<file path="src/rtl/mcpu_boot_ctrl.sv">
// Boot/debug controller: gives the host exclusive access to the CPU memory while the
// CPU is halted in reset, and releases the CPU for bounded or unbounded RUN periods.
module mcpu_boot_ctrl (
  input  logic        clk,
  input  logic        rst,
  input  logic        cmd_valid,
  output logic        cmd_ready,
  input  logic        cmd_write,
  input  logic [5:0]  cmd_addr,
  input  logic [7:0]  cmd_wdata,
  output logic        rsp_valid,
  output logic [7:0]  rsp_data,
  input  logic        run,
  input  logic [15:0] step_limit,
  output logic        running,
  output logic        done,
  output logic [15:0] cycle_count,
  output logic        cpu_rst_n,
  input  logic [5:0]  cpu_adress,
  input  logic        cpu_oe,
  input  logic        cpu_we,
  input  logic [7:0]  cpu_wdata,
  output logic [7:0]  cpu_rdata,
  output logic [5:0]  mem_adress,
  output logic        mem_oe,
  output logic        mem_we,
  output logic [7:0]  mem_wdata,
  input  logic [7:0]  mem_rdata
);

  typedef enum logic [1:0] {
    S_HALT = 2'd0,
    S_HWR  = 2'd1,
    S_HRD  = 2'd2,
    S_RUN  = 2'd3
  } state_t;

  state_t      r_state;
  state_t      w_next;
  logic        r_halt;
  logic        r_running;
  logic        r_done;
  logic        r_rsp_valid;
  logic [7:0]  r_rsp_data;
  logic [5:0]  r_addr;
  logic [7:0]  r_wdata;
  logic [15:0] r_limit;
  logic [15:0] r_cycle_count;
  logic        w_accept;
  logic        w_limit_hit;

  assign w_accept    = (r_state == S_HALT) && cmd_valid;
  // Compared one bit wider so a saturated counter can never alias onto the limit.
  assign w_limit_hit = (r_state == S_RUN) && (r_limit != 16'd0) &&
                       (({1'b0, r_cycle_count} + 17'd1) == {1'b0, r_limit});

  // Next-state selection; a host command in HALT outranks a run request.
  always_comb begin
    w_next = r_state;
    case (r_state)
      S_HALT: begin
        if (w_accept) begin
          w_next = cmd_write ? S_HWR : S_HRD;
        end else if (run) begin
          w_next = S_RUN;
        end else begin
          w_next = S_HALT;
        end
      end
      S_HWR:  w_next = S_HALT;
      S_HRD:  w_next = S_HALT;
      S_RUN: begin
        if (w_limit_hit || !run) begin
          w_next = S_HALT;
        end else begin
          w_next = S_RUN;
        end
      end
      default: w_next = S_HALT;
    endcase
  end

  // Memory port steering: host-latched values outside RUN, CPU bus pass-through in RUN.
  always_comb begin
    mem_adress = r_addr;
    mem_wdata  = r_wdata;
    mem_oe     = 1'b1;
    mem_we     = 1'b1;
    case (r_state)
      S_HALT: begin
        mem_oe = 1'b1;
        mem_we = 1'b1;
      end
      S_HWR:  mem_we = 1'b0;
      S_HRD:  mem_oe = 1'b0;
      S_RUN: begin
        mem_adress = cpu_adress;
        mem_wdata  = cpu_wdata;
        mem_oe     = cpu_oe;
        mem_we     = cpu_we;
      end
      default: begin
        mem_oe = 1'b1;
        mem_we = 1'b1;
      end
    endcase
  end

  // State register plus flag registers decoded from the next state so they never glitch.
  always_ff @(posedge clk) begin
    if (!rst) begin
      r_state       <= S_HALT;
      r_halt        <= 1'b1;
      r_running     <= 1'b0;
      r_done        <= 1'b0;
      r_rsp_valid   <= 1'b0;
      r_rsp_data    <= 8'h00;
      r_addr        <= 6'h00;
      r_wdata       <= 8'h00;
      r_limit       <= 16'h0000;
      r_cycle_count <= 16'h0000;
    end else begin
      r_state     <= w_next;
      r_halt      <= (w_next == S_HALT);
      r_running   <= (w_next == S_RUN);
      r_done      <= w_limit_hit;
      r_rsp_valid <= (r_state == S_HRD);
      if (r_state == S_HRD) begin
        r_rsp_data <= mem_rdata;
      end
      if (w_accept) begin
        r_addr  <= cmd_addr;
        r_wdata <= cmd_wdata;
      end
      if ((r_state == S_HALT) && (w_next == S_RUN)) begin
        r_cycle_count <= 16'h0000;
        r_limit       <= step_limit;
      end else if ((r_state == S_RUN) && (r_cycle_count != 16'hFFFF)) begin
        r_cycle_count <= r_cycle_count + 16'd1;
      end
    end
  end

  assign cmd_ready   = r_halt;
  assign running     = r_running;
  assign cpu_rst_n   = r_running;
  assign done        = r_done;
  assign rsp_valid   = r_rsp_valid;
  assign rsp_data    = r_rsp_data;
  assign cycle_count = r_cycle_count;
  assign cpu_rdata   = mem_rdata;

endmodule

</file>
<file path="config.mk">
export PLATFORM = sky130hd
export DESIGN_NAME = mcpu_boot_ctrl
export DESIGN_NICKNAME = d
export VERILOG_FILES = /design/src/rtl/mcpu_boot_ctrl.sv
export SDC_FILE = /design/constraint.sdc
export NUM_CORES = 1
export LEC_CHECK = 0
export CORE_MARGIN = 2
export CORE_UTILIZATION = 35
export CTS_CLUSTER_DIAMETER = 50
export DETAILED_ROUTE_END_ITERATION = 8
export PLACE_DENSITY = 0.72
export SYNTH_ARGS = -nofsm -noshare
export SYNTH_HDL_FRONTEND = slang
export SYNTH_SLANG_ARGS = --single-unit
</file>
<file path="constraint.sdc">
create_clock -name clk -period 4.4 [get_ports clk]
set_input_delay 0.88 -clock clk [delete_from_list [all_inputs] [get_ports clk]]
set_output_delay 0.88 -clock clk [all_outputs]
set_load 0.03 [all_outputs]
</file>
## Word-level counts from Yosys, hierarchy flattened

Cells that the tools add are included.

- ROM bits: 0
- Memory bits (writable): 0
- Word-level logic and storage cells: 40
- Bits in registers: 60
- Bits of input ports: 59
- Output and inout bits: 53
- Memories kept: 0
- Bits in latches: 0

- Reduce and logical (&&, ||, !) cells: 12
- Div/mod/pow operators: 0
- Bitwise logic cells: 1
- Mux-type cells: 9
- Shift operators: 0
- Equal/unequal tests: 6
- $lt $le $gt $ge: 0
- Multipliers: 0
- $add $sub $neg: 2

Operator list:

| cell | number |
|---|---|
| $add 16x1->17 const B | 1 |
| $eq 17x16->1 | 1 |
| $add 16x1->16 const B | 1 |
| $ne 16x16->1 const B | 1 |
| $reduce_bool 16->1 | 1 |
| $mux 2 | 4 |
| $mux 8 | 1 |
| $eq 2x2->1 const B | 3 |
| $mux 6 | 1 |
| $pmux 2 s3 | 1 |
| $logic_and 1x1->1 | 5 |
| $logic_not 2->1 | 2 |
| $pmux 1 s2 | 2 |
| $reduce_or 2->1 | 2 |
| $eq 2x1->1 const B | 1 |
| $logic_not 1->1 | 1 |
| $logic_or 1x1->1 | 1 |
| $not 1->1 | 1 |

## Longest topological paths before layout

- Depth after elaboration: 9
- Gate-level depth with buffers: 8
- Depth with buffers taken out: 7

## Least setup slack after synthesis

Ideal clock, no wire load.

- Path type: register to output
- Start point: register r_state[1]
- End point: output mem_adress[0]
- Arrival: 1,792 ps
- Buffers on the path: 3
- Required time: 3,520 ps
- Stages on the path, launching flop included: 6
- Path slack: 1,728 ps
- Cell sequence: dfxtp_1 -> clkbuf_1 -> and2_1 -> clkbuf_1 -> clkbuf_1 -> mux2_2

- Longest elaborated chain between the ends: 2

Ends and longest elaborated chain:

| element | line | RTL |
|---|---|---|
| from (decl) | 38 | `state_t r_state;` |
| from (signal assigned) | 123 | `r_state <= w_next;` |
| $eq 2x2->1 | 89 | `case (r_state)` |
| $mux 6 | 89 |  |
| to (decl) | 24 | `output logic [5:0] mem_adress,` |

Every way passes these cells.

## Worst setup path in the final report

- Start point: register r_state[1]
- End point: output mem_wdata[7]

- Longest elaborated chain between the ends: 2

Ends and longest elaborated chain:

| element | line | RTL |
|---|---|---|
| $eq 2x2->1 | 89 |  |
| $mux 8 | 89 |  |
| to (decl) | 27 | `output logic [7:0] mem_wdata,` |

Every way passes these cells.

==> flow_summary_export.csv <==
group,metric,value,unit
setup_path,path_depth,3,
clocking,cts_setup_buffers,0,
setup_path,worstPathArrival,2.69,ns
setup_path,worstReg2RegStart,"cycle_count[0]",
timing,finalMaxSlewViolations,0,
finish,drive_gt1_frac,0.0798,
timing,setup_violations,0,
global_route,grt_pass1_vias,2813,
drt,drc_errors,0,
synth,synth_edf_count,0,
finish,syn_to_final_growth,40.7,%
place,dp_hpwl,6050,um
drt,vias_per_cell,4.98,
setup_path,crit_type,"flip-flop to output port",
finish,final_util,0.507,
synth,synth_compound_gate_area_share,0.126,
timing,fin_setup_tns,0,ns
floorplan,start_util,0.360,
floorplan,core,8680,sq um
timing,clock-skew-final,0.00494,ns
clocking,ctsHoldBuffers,0,
synth,yosys_register_bits,60,
clocking,cts_root_buf,"clkbuf_8",
setup_path,path_buf_inv,1,
place,place_area,4230,sq um
flow_run,max_cap_violations,0,
synth,syn_area,3130,sq um
global_route,antenna_found_initial,0,
timing,fmax,0.280,GHz
setup_path,setup.worst_path.end,"mem_wdata[7]",
synth,synth_top_family_by_area,"simple AND/OR/NAND/NOR gates",
floorplan,pin_count,112,
drt,ant_nets,0,
timing,final_hold_viol_count,0,
synth,synth_xor_area_frac,0.0952,
setup_path,crit_family,"simple AND/OR/NAND/NOR gates",
setup_path,path_max_fanout,20,
setup_path,slowest_delay,0.81,ns
synth,synth_area_leader_cell,"dfxtp_1",
drt,first_pass_iters,6,
synth,synth-main-ff-cell,"dfxtp_1",
floorplan,rows,34,
setup_path,cp.required,3.52,ns
clocking,ctsResizeCount,0,
synth,ys_async_sr_fraction,0,
synth,syn_inst,378,
setup_path,reg2reg_to,"cycle_count[9]",
drt,wirelength,8090,um
global_route,grt_pass1_wl,13400,um
setup_path,crit_path_cell_trace,"and2_1 -> mux2_2 -> clkdlybuf4s50_1",
synth,yosysWarnings,0,
synth,muxShareOfSynthArea,0.0568,
global_route,grt_overflow,0,
floorplan,dieHeight,98.5,um
clocking,clk_latency,0.33,ns
timing,slew_headroom,0.256,
timing,timing.final.crit_share,0.811,
place,portBuffers,111,
synth,syn_nets,438,
floorplan,dieArea,9710,sq um
synth,synth_fa_ha_area_frac,0.00400,
synth,avgSynthCellArea,8.28,sq um
timing,rsz0062_at_grt,"no",
hold_path,hp-class,"flip-flop to flip-flop",
timing,worst_pin_slew,1.11,ns
setup_path,r2r_slack,1.63,ns
global_route,grt_usage,0.170,
synth,ys_types,43,
clocking,cts_max_path_buffers,2,
finish,fillers,840,
power_and_ir_drop,leakage,1.51,nW
drt,drt_iter0_markers,92,
synth,synth-simple-area-share,0.280,
floorplan,die_x,98.5,um
drt,vias,2909,
clocking,h-tree-depth,3,
clocking,cts_tree,"done",
synth,yosysSeqAreaShare,0.384,
timing,fin_crit,3.57,ns
clocking,path_clk_slew,0.06,ns
setup_path,reg2reg_depth,7,
power_and_ir_drop,pwr_density_cell,325,nW/um^2
clocking,cts_buffers,9,
setup_path,crit_path_end_kind,"output port",
setup_path,cp-start-kind,"flip-flop",
clocking,cts.sinks,60,
outcome,status,"finished clean",
finish,nets,532,
synth,synth.area.top_cells,"dfxtp_1 38%, nand2_1 11%, xnor2_1 8.4%",
synth,yosysTopAreaCellShare,0.384,
setup_path,critPathSlowestCell,"and2_1",
synth,yosys-top-cells-count,"93 x nand2_1, 60 x dfxtp_1, 30 x xnor2_1",
finish,post-route-cell-area,4400,sq um
drt,wl_per_cell,13.8,um
setup_path,worst_setup_path_startpoint,"r_state[1]",
global_route,grt_start_max_net_pins,43,
power_and_ir_drop,ir_worst_vdd,0.166,mV
place,gp_congestion,0.907,
synth,synth.most_common_cell,"nand2_1",
finish,antenna_cells,0,
routing by layer:
| layer | up-vias | global-route usage | wire, um |
|---|---|---|---|
| met4 | 0 | 0.0706 | 172 |
| met5 | - | 0 | 0 |
| li1 | 1454 | - | - |
| met3 | 19 | 0.0482 | 557 |
| met2 | 111 | 0.282 | 3860 |
| met1 | 1325 | 0.207 | 3490 |
worst min path at each step:
stage / start / to / slack (ns) / cells past startpoint
after global placement: rsp_data[6] / rsp_data[6] / 0.45 / 2
after floorplan: r_addr[3] / r_addr[3] / 0.44 / 2
after detailed placement: r_addr[1] / r_addr[1] / 0.46 / 2
final: rsp_data[1] / rsp_data[1] / 0.46 / 2
after CTS: r_addr[1] / r_addr[1] / 0.47 / 2
after global routing: r_addr[5] / r_addr[5] / 0.48 / 2
flip-flops by register name, summed over array words and instances (netlist names):
name and flops:
cycle_count 16, r_addr 6, cmd_ready 1, rsp_data 8
r_wdata 8, done 1, rsp_valid 1, r_limit 16
r_state 2, cpu_rst_n 1
layout by cell type, fill, tap and decap left out, drive strengths merged:
cell type and count:
a21boi 39, a21oi 4, a31oi 1, and2 5
and2b 1, and3 1, and4 4, buf 2
clkbuf 13, clkdlybuf4s50 111, clkinv 2, dfxtp 60
ha 1, inv 3, mux2 14, mux2i 2
nand2 93, nand2b 3, nand3 5, nand3b 1
nand4 5, nor2 27, nor2b 4, nor3 17
nor4 9, o2111ai 2, o21ai 5, o221ai 1
o311a 1, o31ai 1, or3 2, or4 3
xnor2 30, xor2 4
area by class of cell:
cell class | instances | area [sq um] | area share
Inverter | 3 | 11.3 | 0.00256
Sequential cell | 60 | 1200 | 0.273
Clock buffer | 13 | 159 | 0.0361
Clock inverter | 2 | 10.0 | 0.00227
Tap cell | 108 | 135 | 0.0307
Multi-Input combinational cell | 285 | 1760 | 0.399
Timing Repair Buffer | 113 | 1130 | 0.256
kinds of logic after synthesis:
| group | after synthesis |
|---|---|
| mux | 16 |
| buf+inv | 33 |
| xor+xnor | 34 |
| simple gates | 180 |
| compound gates | 54 |
| flops | 60 |
| fa+ha+maj | 1 |
power by group:
part / total [mW] / leakage [nW] / internal [mW] / switching [mW]
combinational: 0.382 / 0.936 / 0.178 / 0.205
sequential: 0.613 / 0.488 / 0.582 / 0.0312
clock: 0.435 / 0.0893 / 0.231 / 0.204
worst min-delay path: stages (launching register included):
cell and delay (ns):
dfxtp_1 0.31, nand2_1 0.05, a21boi_0 0.06
metrics by stage:
| step | power (mW) | worst slack [ns] | instances | hold WS, ns |
|---|---|---|---|---|
| 3_3_place_gp | 1.00 | 1.23 | 569 | 0.449 |
| 5_1_grt | 1.51 | 0.701 | 584 | 0.483 |
| 3_5_place_dp | 1.01 | 1.15 | 569 | 0.456 |
| 6_report | 1.43 | 0.832 | 584 | 0.461 |
| 2_1_floorplan | 0.852 | 1.73 | 378 | 0.441 |
| 4_1_cts | 1.45 | 0.777 | 584 | 0.465 |
Power figures use the tool's default switching activity.
